===== config.mk =====
export PLATFORM = sky130hd
export DESIGN_NAME = fwd_hazard_unit
export DESIGN_NICKNAME = d
export VERILOG_FILES = /design/src/rtl/fwd_hazard_unit.sv
export SDC_FILE = /design/constraint.sdc
export NUM_CORES = 1
export LEC_CHECK = 0
export CAP_MARGIN = 20
export CORE_UTILIZATION = 35
export CTS_BUF_LIST = sky130_fd_sc_hd__clkbuf_4 sky130_fd_sc_hd__clkbuf_8 sky130_fd_sc_hd__clkbuf_16
export CTS_CLUSTER_SIZE = 25
export DETAILED_ROUTE_END_ITERATION = 7
export PLACE_DENSITY_LB_ADDON = 0.1
export SLEW_MARGIN = 5
export SYNTH_ARGS = -nofsm -noshare
export SYNTH_HDL_FRONTEND = slang
export SYNTH_SLANG_ARGS = --single-unit
export TNS_END_PERCENT = 10

===== constraint.sdc =====
create_clock -name clk -period 2.8 [get_ports clk]
set_input_delay 0.56 -clock clk [delete_from_list [all_inputs] [get_ports clk]]
set_output_delay 0.56 -clock clk [all_outputs]
set_load 0.01 [all_outputs]

===== src/rtl/fwd_hazard_unit.sv =====
// rtl/fwd_hazard_unit.sv - EX bypass network, load-use detection and long-latency scoreboard stalls
module fwd_hazard_unit #(
    parameter int NRD   = 2,
    parameter int XLEN  = 32,
    parameter int DEPTH = 4
) (
    input  logic                clk,
    input  logic                rst,
    input  logic [NRD*5-1:0]    rf_ra_ex,
    input  logic [NRD*5-1:0]    rf_ra_id,
    input  logic                rf_we_mem,
    input  logic                rf_we_wb,
    input  logic [4:0]          rf_wa_mem,
    input  logic [4:0]          rf_wa_wb,
    input  logic [XLEN-1:0]     rf_wd_mem,
    input  logic [XLEN-1:0]     rf_wd_wb,
    input  logic                ld_ex,
    input  logic [4:0]          rf_wa_ex,
    input  logic                lu_id,
    input  logic [4:0]          rf_wa_id,
    input  logic                lu_issue,
    input  logic                lu_done,
    input  logic [4:0]          lu_done_wa,
    output logic [NRD-1:0]      rf_rd_fe,
    output logic [NRD*XLEN-1:0] rf_rd_fd,
    output logic                stall_id,
    output logic                flush_ex,
    output logic                sb_full,
    output logic [31:0]         stall_cnt
);

    logic [DEPTH-1:0] sb_valid;
    logic [DEPTH-1:0] sb_valid_nx;
    logic [4:0]       sb_wa    [DEPTH];
    logic [4:0]       sb_wa_nx [DEPTH];
    logic             ret_done;
    logic             alloc_done;
    logic             load_use;
    logic             raw_hit;
    logic             waw_hit;
    logic [4:0]       ra;

    // MEM is the younger producer, so it is tested first
    always_comb begin
        rf_rd_fe = '0;
        rf_rd_fd = '0;
        for (int i = 0; i < NRD; i++) begin
            if (rf_we_mem && rf_wa_mem != 5'd0 && rf_wa_mem == rf_ra_ex[5*i +: 5]) begin
                rf_rd_fe[i]               = 1'b1;
                rf_rd_fd[XLEN*i +: XLEN]  = rf_wd_mem;
            end else if (rf_we_wb && rf_wa_wb != 5'd0 && rf_wa_wb == rf_ra_ex[5*i +: 5]) begin
                rf_rd_fe[i]               = 1'b1;
                rf_rd_fd[XLEN*i +: XLEN]  = rf_wd_wb;
            end
        end
    end

    always_comb begin
        load_use = 1'b0;
        raw_hit  = 1'b0;
        waw_hit  = 1'b0;
        ra       = 5'd0;
        for (int i = 0; i < NRD; i++) begin
            ra = rf_ra_id[5*i +: 5];
            if (ld_ex && rf_wa_ex != 5'd0 && ra == rf_wa_ex)
                load_use = 1'b1;
            for (int j = 0; j < DEPTH; j++) begin
                if (sb_valid[j] && ra != 5'd0 && sb_wa[j] == ra)
                    raw_hit = 1'b1;
            end
        end
        for (int j = 0; j < DEPTH; j++) begin
            if (lu_id && sb_valid[j] && sb_wa[j] == rf_wa_id)
                waw_hit = 1'b1;
        end
    end

    assign sb_full  = &sb_valid;
    assign stall_id = load_use | raw_hit | waw_hit | (lu_id & sb_full);
    assign flush_ex = stall_id;

    // Retire before allocate so a full scoreboard can reuse the slot freed this cycle
    always_comb begin
        sb_valid_nx = sb_valid;
        sb_wa_nx    = sb_wa;
        ret_done    = 1'b0;
        alloc_done  = 1'b0;
        if (lu_done) begin
            for (int j = 0; j < DEPTH; j++) begin
                if (!ret_done && sb_valid[j] && sb_wa[j] == lu_done_wa) begin
                    sb_valid_nx[j] = 1'b0;
                    ret_done       = 1'b1;
                end
            end
        end
        if (lu_issue && rf_wa_ex != 5'd0) begin
            for (int j = 0; j < DEPTH; j++) begin
                if (!alloc_done && !sb_valid_nx[j]) begin
                    sb_valid_nx[j] = 1'b1;
                    sb_wa_nx[j]    = rf_wa_ex;
                    alloc_done     = 1'b1;
                end
            end
        end
    end

    always_ff @(posedge clk or posedge rst) begin
        if (rst) begin
            sb_valid  <= '0;
            stall_cnt <= 32'd0;
            for (int j = 0; j < DEPTH; j++)
                sb_wa[j] <= 5'd0;
        end else begin
            sb_valid <= sb_valid_nx;
            sb_wa    <= sb_wa_nx;
            if (stall_id)
                stall_cnt <= stall_cnt + 32'd1;
        end
    end

    // Issuing into a full scoreboard means ID failed to honour its stall
    assert property (@(posedge clk) disable iff (rst)
        !(lu_issue && rf_wa_ex != 5'd0 && !alloc_done));

endmodule


==> results.cfg <==
[yosys]
ys_types = 42
yosysMostFrequentCell = xor2_1
avgSynthCellArea_um2 = 9.23
synthFlopType = dfrtp_1
yosys_warnings = 0
syn_inst = 502
ys_seq_area_share_pct = 30.2
synth_top_area_cell = dfrtp_1
synthesis.nets = 620
synthArstFlopShare_pct = 100
synth_common_cells = xor2_1 (103), a22o_1 (64), dfrtp_1 (56)
ys_ff_latch = 56
synth_edf_count = 0
synthDominantCellAreaShare_pct = 30.2
syn_area_um2 = 4630
synth.top_cells.by_area = dfrtp_1 (30%), xor2_1 (19%), a22o_1 (12%)

[sta]
max_freq_mhz = 335
fin_ws_ns = -0.188
finClkSkew_ns = 0.00557
finalCritPeriodShare_pct = 107
tightest_slew_ns = 0.561
min_period_ns = 2.99
slew_viol_final = 0
timing.slew.headroom_pct = 62.6
holdWs_ns = 0.475
finalSetupViolCount = 67
finalHoldViolations = 0
rsz0062_at_grt = true

[place]
place.gp.congestion = 0.917
dpl_cell_area_um2 = 7450
hpwl_um = 13000
io_buffers = 217

[hold_path]
hold_depth = 1
hold_class = reg2reg

[final_layout]
post_route_cells_drive_above_1_share_pct = 31.2
fillerInstances = 1118
multiInputGateArea_um2 = 3070
design_area_um2 = 7820
antenna_cells = 0
regArea_um2 = 1400
area_growth_pct = 68.6
fin_nets = 899

[die]
core-area_um2 = 12800
ios = 218
row_count = 41
die_area_um2 = 13700
die_width_um = 117
start_util_pct = 36.3
die_y_um = 117

[routing]
initialDrtViolationCount = 261
viasPerCell = 5.20
drt_first_pass_iters = 4
via_count = 4957
routed_wl_um = 17900
wl_per_cell_um = 18.8
drc = 0
ant_nets = 0

[worst_setup_path]
crit_family = buffers and inverters
cpMostUsedCell = buf_6
cp_max_fo = 8
critPathKind = in2out
slowest_delay_ns = 0.51
slowest_stage = or4_1
r2r_cells = 11
worstSetupPathDepth = 12
cp_cell_sequence = buf_6, or4_1, o21ai_1, buf_4, buf_6, nor4_4, buf_4, nor2_4, buf_6, buf_12, a22o_1, buf_2
cp_num_buf_inv = 7
crit_required_ns = 2.24
start_kind = input pin
critPathArrivalTime_ns = 2.43
end_kind = output port

[clocking]
numCtsBuffers = 5
clkTransAtPathRegs_ns = 0.07
clockBufferDepth = 2
hold_buffers = 0
h-tree-depth = 2
cts_root_buffer = clkbuf_16
cts_tree = yes
clk_latency_ns = 0.29
clock-sinks = 56

[pwr]
p_sw_w = 0.00165
p_leak_nw = 3.65
pwr-share-clk_pct = 15.3
switching_share_pct = 38.9
ir_worst_vdd_v = 0.000583
powerDensity_nw_per_um2 = 544
power_frac_comb_pct = 51.1
power_frac_seq_pct = 33.6
p_int_w = 0.00260

[global_route]
grt_max_degree = 33
track_usage_pct = 25.3
grt_pass1_wl_um = 26400
antenna_found_initial = 0
globalRoute.totalOverflow = 0
grt_pass1_vias = 4884

[job]
drv_cap = 0

[status]
violations = setup timing
status = finished with violations
-- sequential cells by signal, summed over array words and instances, names as in the netlist --
register and count:
sb_valid 4, sb_wa 20, stall_cnt 32
-- cell usage in the layout, fill, tap and decap left out, types with 5 or more instances in the layout --
cell type and instances:
dfrtp_1 56, and3_1 5, clkbuf_16 5, buf_16 5
nand2_1 24, clkdlybuf4s50_1 115, a22o_1 64, xnor2_1 38
clkdlybuf4s15_2 15, buf_2 56, nand3_1 25, dlygate4sd2_1 21
nor2_1 11, nor3_1 13, nor4_1 24, a21oi_1 6
mux2_2 20, xor2_1 102, buf_4 91, buf_6 17
nand4_1 7
-- cell type report --
cell class | count | share of cell area, %
multi-input cells | 383 | 39.3
repair buffers | 329 | 37.7
flip-flops and latches | 56 | 17.9
well taps | 172 | 2.75
clock buffers | 7 | 1.95
inverters | 6 | 0.320
-- per-stage QoR --
step                      std cells  total power (W)  utilization (%)  setup TNS (ns)  setup slack, ns
after floorplan                 502          0.00266                -          -0.207           -0.158
after global placement          916          0.00349             58.3          -63.76           -0.822
after detailed placement        916          0.00355             58.3          -64.99           -0.820
after CTS                       951          0.00425             62.1          -12.52           -0.265
after global routing            953          0.00452             61.2          -13.86           -0.276
final                           953          0.00425             61.2           -8.33           -0.188
-- logic make-up after synthesis --
group / synth area share (%)
xor+xnor: 26.6
compound gates: 14.5
mux: 5.10
simple gates: 17.2
flops: 30.2
buf+inv: 6.05
fa+ha+maj: 0.270
-- path summary, 6_finish.rpt --
| path | startpoint | endpoint | slack [ns] |
|---|---|---|---|
| worst max-delay path | rf_wa_mem[2] | rf_rd_fd[25] | -0.19 |
| worst min-delay path | stall_cnt[31]$_DFFE_PP0P_ | stall_cnt[31]$_DFFE_PP0P_ | 0.47 |
| worst max register to register | sb_wa[9]$_DFFE_PP0P_ | stall_cnt[18]$_DFFE_PP0P_ | 0.21 |
| worst min register to register | stall_cnt[31]$_DFFE_PP0P_ | stall_cnt[31]$_DFFE_PP0P_ | 0.47 |
| max in group asynchronous | rst | stall_cnt[3]$_DFFE_PP0P_ | 1.60 |
| min in group asynchronous | rst | sb_wa[7]$_DFFE_PP0P_ | 0.64 |
-- per-layer routing --
metal,GRT usage (%),vias to the layer above,routed length (um)
met5,0,-,0
met3,3.04,13,1070
met4,4.47,0,178
met1,37.1,2425,8160
li1,-,2336,-
met2,40.2,183,8520
-- repair_timing --
item | 4_1_cts | 5_1_grt
gates cloned | 8 | 0
setup buffers | 20 | 4
pin swaps | 29 | 17
gates resized for setup | 306 | 67
setup endpoints to repair | 100 | 82
-- power by group through the flow --
stage / Sequential, W / Clock [W] / Combinational, W
after floorplan: 0.00117 / 0 / 0.00149
after global placement: 0.00142 / 0 / 0.00207
after detailed placement: 0.00143 / 0 / 0.00212
after CTS: 0.00142 / 0.000675 / 0.00216
after global routing: 0.00146 / 0.000705 / 0.00235
final: 0.00143 / 0.000650 / 0.00217
Note: power is estimated with default switching activity, not from simulation.
